==> src/rtl/multicycle_control.sv <==
// Multicycle CPU control FSM: sequences fetch/decode/exec/mem/writeback per opcode class,
// with a memory-wait watchdog and sticky illegal/timeout traps.
module multicycle_control #(
  parameter bit          EXT_OPS   = 1'b1,
  parameter int unsigned TIMEOUT_W = 4
) (
  input  logic        clk,
  input  logic        reset,
  input  logic [6:0]  opcode,
  input  logic        mem_ready,
  output logic [10:0] signals,
  output logic        fetch_req,
  output logic        ir_write,
  output logic        pc_write,
  output logic        retire,
  output logic        illegal,
  output logic        timeout,
  output logic [2:0]  state
);

  localparam int unsigned OP_W  = 7;
  localparam int unsigned SIG_W = 11;

  localparam logic [OP_W-1:0] OP_ALU   = 7'h33;
  localparam logic [OP_W-1:0] OP_ALUI  = 7'h13;
  localparam logic [OP_W-1:0] OP_LOAD  = 7'h03;
  localparam logic [OP_W-1:0] OP_STORE = 7'h23;
  localparam logic [OP_W-1:0] OP_BR    = 7'h63;
  localparam logic [OP_W-1:0] OP_LUI   = 7'h37;
  localparam logic [OP_W-1:0] OP_AUIPC = 7'h17;
  localparam logic [OP_W-1:0] OP_JAL   = 7'h6F;
  localparam logic [OP_W-1:0] OP_JALR  = 7'h67;

  localparam logic [SIG_W-1:0] W_ALU   = 11'h210;
  localparam logic [SIG_W-1:0] W_ALUI  = 11'h214;
  localparam logic [SIG_W-1:0] W_LOAD  = 11'h03D;
  localparam logic [SIG_W-1:0] W_STORE = 11'h045;
  localparam logic [SIG_W-1:0] W_BR    = 11'h482;
  localparam logic [SIG_W-1:0] W_LUI   = 11'h314;
  localparam logic [SIG_W-1:0] W_AUIPC = 11'h396;
  localparam logic [SIG_W-1:0] W_JAL   = 11'h712;
  localparam logic [SIG_W-1:0] W_JALR  = 11'h715;

  // Per-state gating: Branch only in EXEC, MemRead/MemWrite only in MEM, RegWrite only in WB.
  localparam logic [SIG_W-1:0] MASK_EXEC = 11'h78F;
  localparam logic [SIG_W-1:0] MASK_MEM  = 11'h76F;
  localparam logic [SIG_W-1:0] MASK_WB   = 11'h71F;

  localparam logic [TIMEOUT_W-1:0] WAIT_MAX = '1;

  typedef enum logic [2:0] {
    S_FETCH  = 3'd0,
    S_DECODE = 3'd1,
    S_EXEC   = 3'd2,
    S_MEM    = 3'd3,
    S_WB     = 3'd4,
    S_TRAP   = 3'd5
  } state_e;

  state_e               state_q, state_d;
  logic [OP_W-1:0]      op_q, op_d;
  logic [TIMEOUT_W-1:0] wait_q, wait_d;
  logic                 illegal_q, illegal_d;
  logic                 timeout_q, timeout_d;

  logic [SIG_W-1:0]     cls_word;
  logic                 cls_legal;
  logic                 is_load, is_store, is_branch;

  // Opcode class decode of the latched instruction
  always_comb begin
    cls_word  = '0;
    cls_legal = 1'b1;
    case (op_q)
      OP_ALU:   cls_word = W_ALU;
      OP_ALUI:  cls_word = W_ALUI;
      OP_LOAD:  cls_word = W_LOAD;
      OP_STORE: cls_word = W_STORE;
      OP_BR:    cls_word = W_BR;
      OP_LUI:   if (EXT_OPS) cls_word = W_LUI;   else cls_legal = 1'b0;
      OP_AUIPC: if (EXT_OPS) cls_word = W_AUIPC; else cls_legal = 1'b0;
      OP_JAL:   if (EXT_OPS) cls_word = W_JAL;   else cls_legal = 1'b0;
      OP_JALR:  if (EXT_OPS) cls_word = W_JALR;  else cls_legal = 1'b0;
      default:  cls_legal = 1'b0;
    endcase
  end

  assign is_load   = (op_q == OP_LOAD);
  assign is_store  = (op_q == OP_STORE);
  assign is_branch = (op_q == OP_BR);

  // Next-state logic; the wait counter is cleared on every entry to FETCH or MEM
  always_comb begin
    state_d   = state_q;
    op_d      = op_q;
    wait_d    = wait_q;
    illegal_d = illegal_q;
    timeout_d = timeout_q;
    case (state_q)
      S_FETCH: begin
        if (mem_ready) begin
          op_d    = opcode;
          state_d = S_DECODE;
        end else if (wait_q == WAIT_MAX) begin
          state_d   = S_TRAP;
          timeout_d = 1'b1;
        end else begin
          wait_d = wait_q + TIMEOUT_W'(1);
        end
      end
      S_DECODE: begin
        if (cls_legal) begin
          state_d = S_EXEC;
        end else begin
          state_d   = S_TRAP;
          illegal_d = 1'b1;
        end
      end
      S_EXEC: begin
        if (is_load || is_store) begin
          state_d = S_MEM;
          wait_d  = '0;
        end else if (is_branch) begin
          state_d = S_FETCH;
          wait_d  = '0;
        end else begin
          state_d = S_WB;
        end
      end
      S_MEM: begin
        if (mem_ready) begin
          if (is_load) begin
            state_d = S_WB;
          end else begin
            state_d = S_FETCH;
            wait_d  = '0;
          end
        end else if (wait_q == WAIT_MAX) begin
          state_d   = S_TRAP;
          timeout_d = 1'b1;
        end else begin
          wait_d = wait_q + TIMEOUT_W'(1);
        end
      end
      S_WB: begin
        state_d = S_FETCH;
        wait_d  = '0;
      end
      S_TRAP: ;
      default: begin
        state_d   = S_TRAP;
        illegal_d = 1'b1;
      end
    endcase
  end

  always_ff @(posedge clk) begin
    if (reset) begin
      state_q   <= S_FETCH;
      op_q      <= '0;
      wait_q    <= '0;
      illegal_q <= 1'b0;
      timeout_q <= 1'b0;
    end else begin
      state_q   <= state_d;
      op_q      <= op_d;
      wait_q    <= wait_d;
      illegal_q <= illegal_d;
      timeout_q <= timeout_d;
    end
  end

  // Control outputs follow the current state; handshake pulses react to mem_ready in-cycle
  always_comb begin
    signals   = '0;
    fetch_req = 1'b0;
    ir_write  = 1'b0;
    pc_write  = 1'b0;
    retire    = 1'b0;
    if (!reset) begin
      case (state_q)
        S_FETCH: begin
          fetch_req = 1'b1;
          ir_write  = mem_ready;
        end
        S_EXEC: begin
          signals  = cls_word & MASK_EXEC;
          pc_write = is_branch;
          retire   = is_branch;
        end
        S_MEM: begin
          signals  = cls_word & MASK_MEM;
          pc_write = is_store && mem_ready;
          retire   = is_store && mem_ready;
        end
        S_WB: begin
          signals  = cls_word & MASK_WB;
          pc_write = 1'b1;
          retire   = 1'b1;
        end
        default: ;
      endcase
    end
  end

  assign illegal = illegal_q;
  assign timeout = timeout_q;
  assign state   = state_q;

endmodule

==> config.mk <==
export PLATFORM = sky130hd
export DESIGN_NAME = multicycle_control
export DESIGN_NICKNAME = d
export VERILOG_FILES = /design/src/rtl/multicycle_control.sv
export SDC_FILE = /design/constraint.sdc
export NUM_CORES = 1
export LEC_CHECK = 0
export ABC_AREA = 1
export CAP_MARGIN = 20
export CORE_MARGIN = 10
export CORE_UTILIZATION = 50
export CTS_BUF_LIST = sky130_fd_sc_hd__clkbuf_8 sky130_fd_sc_hd__clkbuf_16
export CTS_CLUSTER_DIAMETER = 120
export DETAILED_ROUTE_END_ITERATION = 6
export PLACE_DENSITY = 0.82
export SETUP_SLACK_MARGIN = 0.15
export SLEW_MARGIN = 20
export SYNTH_ARGS = -nofsm -noshare
export SYNTH_HDL_FRONTEND = slang
export SYNTH_SLANG_ARGS = --single-unit
export TNS_END_PERCENT = 5
==> constraint.sdc <==
create_clock -name clk -period 4.4 [get_ports clk]
set_clock_uncertainty 0.2 [all_clocks]
set_input_delay 0.88 -clock clk [delete_from_list [all_inputs] [get_ports clk]]
set_output_delay 0.88 -clock clk [all_outputs]
set_load 0.1 [all_outputs]
=== After elaboration in Yosys (flattened, before gate mapping) ===
Cells that the tools add are included.

* $add $sub $neg: 1
* Equality and inequality tests: 19
* Mux-type cells: 27
* Bitwise logic cells: 2
* Reduce and logical (&&, ||, !) cells: 11

{| class="wikitable"
|+ Operators with widths
! cell !! count
|-
| 11-bit one-hot mux with 9 select lines || 1
|-
| 11-bit one-hot mux with 3 select lines || 1
|-
| 4-bit 2-to-1 mux || 6
|-
| 7-bit by 6-bit == test with 1-bit output, second input constant || 3
|-
| 7-bit == test, second input constant || 3
|-
| 3-bit 2-to-1 mux || 7
|-
| 3-bit one-hot mux with 6 select lines || 1
|-
| 4-bit one-hot mux with 4 select lines || 1
|-
| 7-bit by 5-bit == test with 1-bit output, second input constant || 2
|-
| 11-bit 2-to-1 mux || 1
|-
| 9-bit OR reduction || 1
|-
| 7-bit by 2-bit == test with 1-bit output, second input constant || 1
|-
| 1-bit 2-to-1 mux || 7
|-
| 3-bit by 2-bit == test with 1-bit output, second input constant || 2
|-
| 3-bit == test, second input constant || 2
|-
| 3-bit != test, second input constant || 2
|-
| 5-bit OR reduction || 1
|-
| 4-bit by 1-bit adder with 4-bit output, second input constant || 1
|-
| 4-bit == test, second input constant || 1
|-
| 2-bit != test, second input constant || 2
|-
| 2-bit AND reduction || 2
|-
| 4-bit AND reduction || 1
|-
| 4-bit nonzero test || 1
|-
| 3-bit by 1-bit == test with 1-bit output, second input constant || 1
|-
| other kinds (8) || 9
|}

* Bits in registers: 16
* Input bits: 10
* Output and inout bits: 20
* Word-level logic and storage cells: 65

=== Logic depth before layout (Yosys ltp) ===
Gate-level depths: netlist of the first run.

* Word-level depth: 5
* Mapped depth: 10
* Gate-level depth less buffers: 10

=== Least setup slack after synthesis of the first run ===
No wires, ideal clock.

* Kind: register to output
* Start point: register state_q[1], in the netlist state[1]
* End point: output port signals[6]
* Data arrival time: 4.220 ns
* Required time: 3.320 ns
* Path slack: -0.900 ns
* Cell stages (with the launch flop): 3
* Buffers on the path: 0
* Cell sequence: dfxtp_1 -> nand3_2 -> nor4_1

* Cells in the longest elaborated chain, start to end: 3
* Elaborated cells between the ends (all ways): 5
* Classes of those cells: eq/ne: 3; mux: 2

{| class="wikitable"
|+ Ends and longest elaborated chain
! what !! RTL line !! source
|-
| from (decl) || 60 || <nowiki>state_e state_q, state_d;</nowiki>
|-
| from (signal assigned) || 165 || <nowiki>state_q <= state_d;</nowiki>
|-
| 3-bit == test or 3-bit by 2-bit == test with 1-bit output (tied branches) || 181 || <nowiki>case (state_q)</nowiki>
|-
| 11-bit one-hot mux with 3 select lines (*) || 181 ||
|-
| 11-bit 2-to-1 mux (*) || 180 || <nowiki>if (!reset) begin</nowiki>
|-
| to (decl) || 11 || <nowiki>output logic [10:0] signals,</nowiki>
|}

Every way passes the cells marked *; elsewhere a longest branch is shown, timed or not.

=== Worst setup path after layout of the first run ===
* Start point: input port reset
* End point: output port signals[2]

* Cells in the longest elaborated chain, start to end: 1

{| class="wikitable"
|+ Ends and longest elaborated chain
! what !! RTL line !! source
|-
| from (decl) || 8 || <nowiki>input logic reset,</nowiki>
|-
| 11-bit 2-to-1 mux || 180 ||
|}

No other way between the ends.

==> metrics.md, run 1 <==
| Metric | Value |
|---|---|
| Post-Synth Simple-Gate Area | between 40 and 50% |
| Mapped Area | 1120 um^2 |
| RSZ-0062 raised after global routing | no |
| Vias in the first global route | between 1000 and 1500 |
| Worst setup SP type | input pin |
| Avg Cell Area, Syn | just under 6 um^2 |
| Area contributors post-synth | dfxtp_1, nand2_1, nor2_1, a21oi_1, inv_1 |
| Diode count | 0 |
| Slew @ Worst Pin | 0.981 ns |
| Post_cts resized | 0 |
| Crit-path leading delay family | buffers and inverters |
| I/O pins | 30 |
| Synth Area in Adders | between 1 and 1.5% |
| Pin count of the biggest net entering global routing | 15 |
| First-pass GRT wire length | around 5.8 mm |
| Fin. max-slew vios | 0 |
| F_max | around 290 MHz |
| Hold Vio Cnt, Final | 0 |
| Area grow syn2layout | 37.9% |
| Net Sw Frac | approximately 37% |
| Critical-path top delay cell | clkdlybuf4s50_1 |
| Type of the tightest min-delay check | flop to flop |
| CP peak stage delay | around 0.66 ns |
| Latest clock arrival within the worst-skew pair | approximately 0.25 ns |
| Post-route insts no fill | roughly 250 |
| Hold Buf Count CTS | 0 |
| Endpoints failing setup | 0 |
| Hold slack final | 0.253 ns |
| Compound-Gate Fraction of Synth Area | between 10 and 15% |
| Post-synthesis mux area share | 0% |
| Residual DRC | 0 |
| Post-Place Setup Slack | approximately 0.92 ns |
| Initial antenna violation count | 0 |
| Post-synth top area cell | dfxtp_1 |
| Net Sw Power | approximately 170 uW |
| Die ar. | 4530 um^2 |
| Wire per inst | 13.5 um |
| CP cell instances | clkdlybuf4s50_1, nor2_1, nand2_1, nor2_1, buf_12 |
| Number of port buffers | 29 |
| Overall routed net length | about 3.4 mm |
| Ys Warns | 0 |
| Distinct cell type count after synthesis | 20 |
| Share of cells above drive strength 1 | 14.8% |
| Worst-path clk slew | about 0.060 ns |
| CP most frequent cell | nor2_1 |
| Dpl hpwl | approximately 2.7 mm |
| Crit-path max FO | 14 |
| Setup CP Type | input pin to output pin |
| Fin crit share | a little under 80% |
| CP Launch Point | reset |
| Peak supply drop | ~0.33 mV |
| Initial core utilization | 51.6% |
| Drt first-iter violations | slightly above 90 |
| Gate Count Post-Synth | a little under 200 |
| Total of max-cap violations | 0 |
| Die width | 67.3 um |
| Tot Pwr | ~450 uW |
| Slew HR | between 30% and 40% |
| PwrDens | just under 300 nW/um^2 |
| GRT Util Overall | between 15 and 20% |
| Worst Path Arrival | 2.41 ns |
| Seq pwr share | between 30% and 40% |
| Largest family of logic cells by synthesized area | simple AND/OR/NAND/NOR gates |
| DR vias/cell | approximately 5.3 |
| Fill cells | between 150 and 200 |
| CTS tree | done |
| Inst Count DP | around 250 |
| DR pass1 iterations | 4 |
| Setup TNS Final | 0 ns |
| NumNets Final | between 200 and 250 |
| Final ANT Viol Nets | 0 |
| Worst Path Buf+Inv | 2 |
| Status | finished clean |
| Sequential area share after synthesis | 28.6% |
| Clk Tree Root Cell | clkbuf_8 |
| CP required | roughly 3.3 ns |
| Remaining global-route overflow | 0 |
| Pint | 281 uW |
| XOR/XNOR Fraction of Synth Area | 0% |
| Post-Syn Nets | ~200 |
| Combinational share of power | between 30% and 40% |
| Crit end category | output pin |
| TritonCTS buffer count | 3 |
| Clock Power Share | around 30% |
| Die Span Y | 67.3 um |
| Worst r2r src | wait_q[0]$_SDFFE_PP0P_ |
| Worst Slack Setup Final | 0.910 ns |
| Row count | 17 |
| Leak | about 0.7 nW |
| Gpl congestion | 0.920 |
| Top-area cell type share of the netlist area | between 20 and 30% |
| CTS max path bufs | 2 |
| Clk sinks | 16 |
| Hold_sp | timeout$_SDFFE_PP0P_ |
| Core area | between 2000 and 2500 um^2 |
| Fin crit period | 3.49 ns |
| FF+latch count, synth | 16 |
| H-tree levels | 1 |
| Post-CTS setup buffers | 0 |
| Vias | 1341 |
-- sequential cells by signal, indices dropped and copies added, names as in the netlist --
register and count:
op_q 7, wait_q 4, state 3, illegal 1
timeout 1
-- synthesized netlist by cell type --
| master | n |
|---|---|
| buf_2 | 1 |
| nor4_1 | 1 |
| a211oi_1 | 5 |
| inv_2 | 4 |
| nor3b_1 | 1 |
| nand3_1 | 13 |
| nor3_1 | 3 |
| a31oi_1 | 1 |
| clkbuf_1 | 2 |
| nand3_2 | 2 |
| o21ai_0 | 6 |
| nor2_1 | 30 |
| buf_4 | 1 |
| nor2_2 | 6 |
| dfxtp_1 | 16 |
| ha_1 | 1 |
| nand2_1 | 54 |
| a21oi_1 | 17 |
| inv_1 | 22 |
| nand4_1 | 7 |
-- tightest hold or removal path, cell delays in order, from the launching register on --
cell and delay, ns:
dfxtp_1 0.31, inv_1 0.05, a21oi_1 0.05
-- worst paths after layout --
check                                end  slack, ns  cells after the start
hold / removal      timeout$_SDFFE_PP0P_       0.25                      2
setup reg to reg  wait_q[0]$_SDFFE_PP0P_       2.69                      8
hold reg to reg     timeout$_SDFFE_PP0P_       0.25                      2
setup / recovery              signals[2]       0.91                      5
-- kinds of logic (layout without fill, tap and decap cells) --
logic type,count (synthesis),after routing
AND/OR/NAND/NOR,117,117
flip-flops,16,16
AO/OA/AOI/OAI,29,29
buffers and inverters,30,60
adder cells (fa/ha/maj),1,1
-- power groups by stage --
stage                     Combinational [mW]  Clock, mW  Sequential, mW
after CTS                              0.143      0.135           0.173
after detailed placement               0.143          0           0.176
after global routing                   0.158      0.142           0.174
after global placement                 0.140          0           0.175
after floorplan                       0.0854          0           0.196
final                                  0.144      0.131           0.173
-- placed cells by master (no fill, tap or decap), drive strengths merged, types with 3 or more instances in the layout --
master         netlist  layout
a211oi               5       5
a21oi               17      17
buf                  2      16
clkbuf               2       4
clkdlybuf4s50        0      14
dfxtp               16      16
inv                 26      26
nand2               54      54
nand3               15      15
nand4                7       7
nor2                36      36
nor3                 3       3
o21ai                6       6
-- layer usage --
metal | global-route usage, % | share of wire, %
met2 | 27.4 | 49
met3 | 4.63 | 7.9
met1 | 17.9 | 41
met5 | 0 | 0
met4 | 8.97 | 2.6
-- stage by stage --
step | area [um^2] | util (%)
finish | 1540 | 71.2
global route | 1540 | 71.2
CTS | 1540 | 71.2
detailed placement | 1490 | 68.6
global placement | 1490 | 68.6
floorplan | 1130 | -
-- cell type report --
type / instances / area (um^2) / area share, %
inverters: 26 / 97.6 / 6.32
clock buffers: 4 / 55.1 / 3.57
well taps: 28 / 35.0 / 2.27
multi-input cells: 147 / 688 / 44.6
repair buffers: 30 / 348 / 22.5
flip-flops and latches: 16 / 320 / 20.7
Note: power is estimated with default switching activity, not from simulation.
==> run 2, diff against run 1 <==
CORE_UTILIZATION = 43   (was 50)
PLACE_DENSITY = 0.75   (was 0.82)
clock period = 3.1 ns   (was 4.4 ns; I/O delays follow)
==> metrics.md, run 2 (synthesis gave the netlist of run 1 again) <==
| Metric | Value |
|---|---|
| Crit-path max FO | 8 |
| DR vias/cell | between 5 and 6 |
| Pint | 409 uW |
| Latest clock arrival within the worst-skew pair | roughly 0.25 ns |
| Dpl hpwl | 2.67 mm |
| Total of max-cap violations | 0 |
| Net Sw Frac | between 30% and 40% |
| Hold slack final | between 0.2 and 0.25 ns |
| TritonCTS buffer count | 3 |
| Initial antenna violation count | 0 |
| GRT Util Overall | about an eighth |
| PwrDens | approximately 380 nW/um^2 |
| Setup CP Type | input pin to output pin |
| Gpl congestion | 0.911 |
| Inst Count DP | about 250 |
| CTS tree | done |
| Drt first-iter violations | ~100 |
| Vias in the first global route | between 1000 and 1500 |
| Leak | around 0.73 nW |
| Number of flip-flops in the largest register | 7 |
| NumNets Final | 237 |
| DR pass1 iterations | 4 |
| Clock Power Share | about 28% |
| Pin count of the biggest net entering global routing | 15 |
| H-tree levels | 1 |
| Slew HR | roughly four fifths |
| Worst setup SP type | input pin |
| Net Sw Power | about 240 uW |
| I/O pins | 30 |
| Remaining global-route overflow | 0 |
| Endpoints failing setup | 0 |
| Share of cells above drive strength 1 | between 20% and 30% |
| Die ar. | a little over 5000 um^2 |
| Crit end category | output pin |
| Setup TNS Final | 0 ns |
| Most frequent cells in the layout | nand2_1, nor2_1, inv_1 |
| CTS max path bufs | 2 |
| First-pass GRT wire length | around 5.8 mm |
| Residual DRC | 0 |
| F_max | approximately 350 MHz |
| Post_cts resized | 0 |
| Worst Path Arrival | about 2.1 ns |
| Final Util | 69.0% |
| Hold Vio Cnt, Final | 0 |
| Fin crit period | between 2 and 3 ns |
| Slew @ Worst Pin | roughly 0.32 ns |
| Critical-path top delay cell | clkdlybuf4s50_1 |
| CP peak stage delay | roughly 0.57 ns |
| Die Span Y | 71.0 um |
| Area grow syn2layout | 52.6% |
| Status | finished clean |
| Combinational share of power | between 30% and 40% |
| CP required | 2.28 ns |
| Post-CTS setup buffers | 0 |
| Number of port buffers | 29 |
| RSZ-0062 raised after global routing | no |
| Largest reg by FF count | op_q |
| Clk sinks | 16 |
| Commonest non-fill, non-tap cell in the layout | nand2_1 |
| Die width | 71.0 um |
| Peak supply drop | ~0.37 mV |
| CP cell instances | clkdlybuf4s50_1, inv_2, nor2_1, nand4_1, nand2_1, nand2_1, clkinvlp_4, buf_12 |
| Final ANT Viol Nets | 0 |
| Diode count | 0 |
| Fin. max-slew vios | 0 |
| Hold Buf Count CTS | 0 |
| Wire per inst | around 13 um |
| CP most frequent cell | nand2_1 |
| Clk Tree Root Cell | clkbuf_8 |
| Worst-path clk slew | ~0.06 ns |
| Vias | approximately 1300 |
| Overall routed net length | approximately 3.3 mm |
| Type of the tightest min-delay check | flop to flop |
| Post-route insts no fill | 255 |
| Fin crit share | between 90% and 100% |
| Tot Pwr | 651 uW |
| Initial core utilization | a little under half |
| Seq pwr share | between 30% and 40% |
| Row count | 18 |
| R2r setup slk | 1.44 ns |
| Core area | 2480 um^2 |
-- run 2: critical path: cells and delay by family --
family,cells,cell delay (ns)
buffers and inverters,4,0.98
AND/OR/NAND/NOR,4,0.47
-- run 2: cell type report --
type                            count  area [um^2]
Sequential cell                    16          324
Tap cell                           30         37.5
Inverter                           26          101
Clock buffer                        4         55.1
Fill cell                         220          768
Timing Repair Buffer               32          450
Multi-Input combinational cell    147          741
-- run 2: through the flow --
step / instance area [um^2] / setup slack, ns
4_1_cts: 1710 / 0.182
3_5_place_dp: 1650 / 0.179
3_3_place_gp: 1650 / 0.238
6_report: 1710 / 0.206
2_1_floorplan: 1190 / 0.0254
5_1_grt: 1710 / 0.151
-- run 2: final timing paths --
check,startpoint,endpoint,cells past startpoint
worst max-delay path,mem_ready,pc_write,8
worst min-delay path,timeout$_SDFFE_PP0P_,timeout$_SDFFE_PP0P_,2
worst max register to register,op_q[4]$_SDFFE_PP0P_,state[2]$_SDFFE_PP0N_,8
worst min register to register,timeout$_SDFFE_PP0P_,timeout$_SDFFE_PP0P_,2
-- run 2: per-layer routing --
layer / GRT usage, % / share of wire (%) / up-vias
met5: 0 / 0 / -
met4: 6.88 / 1.7 / 0
met3: 5.44 / 9.5 / 7
met2: 20.5 / 46 / 62
met1: 15.2 / 43 / 584
li1: - / - / 693
-- run 2: power by group through the flow --
stage | logic, mW | registers, mW | clock network (mW)
2_1_floorplan | 0.123 | 0.280 | 0
3_3_place_gp | 0.212 | 0.249 | 0
3_5_place_dp | 0.217 | 0.249 | 0
4_1_cts | 0.218 | 0.245 | 0.189
5_1_grt | 0.241 | 0.248 | 0.195
6_report | 0.220 | 0.245 | 0.186
==> run 3, diff against run 2 <==
CTS_CLUSTER_DIAMETER = default   (was 120)
==> results of run 3 <==
Same layout as run 2: the final DEF is identical, and so are final timing and power.
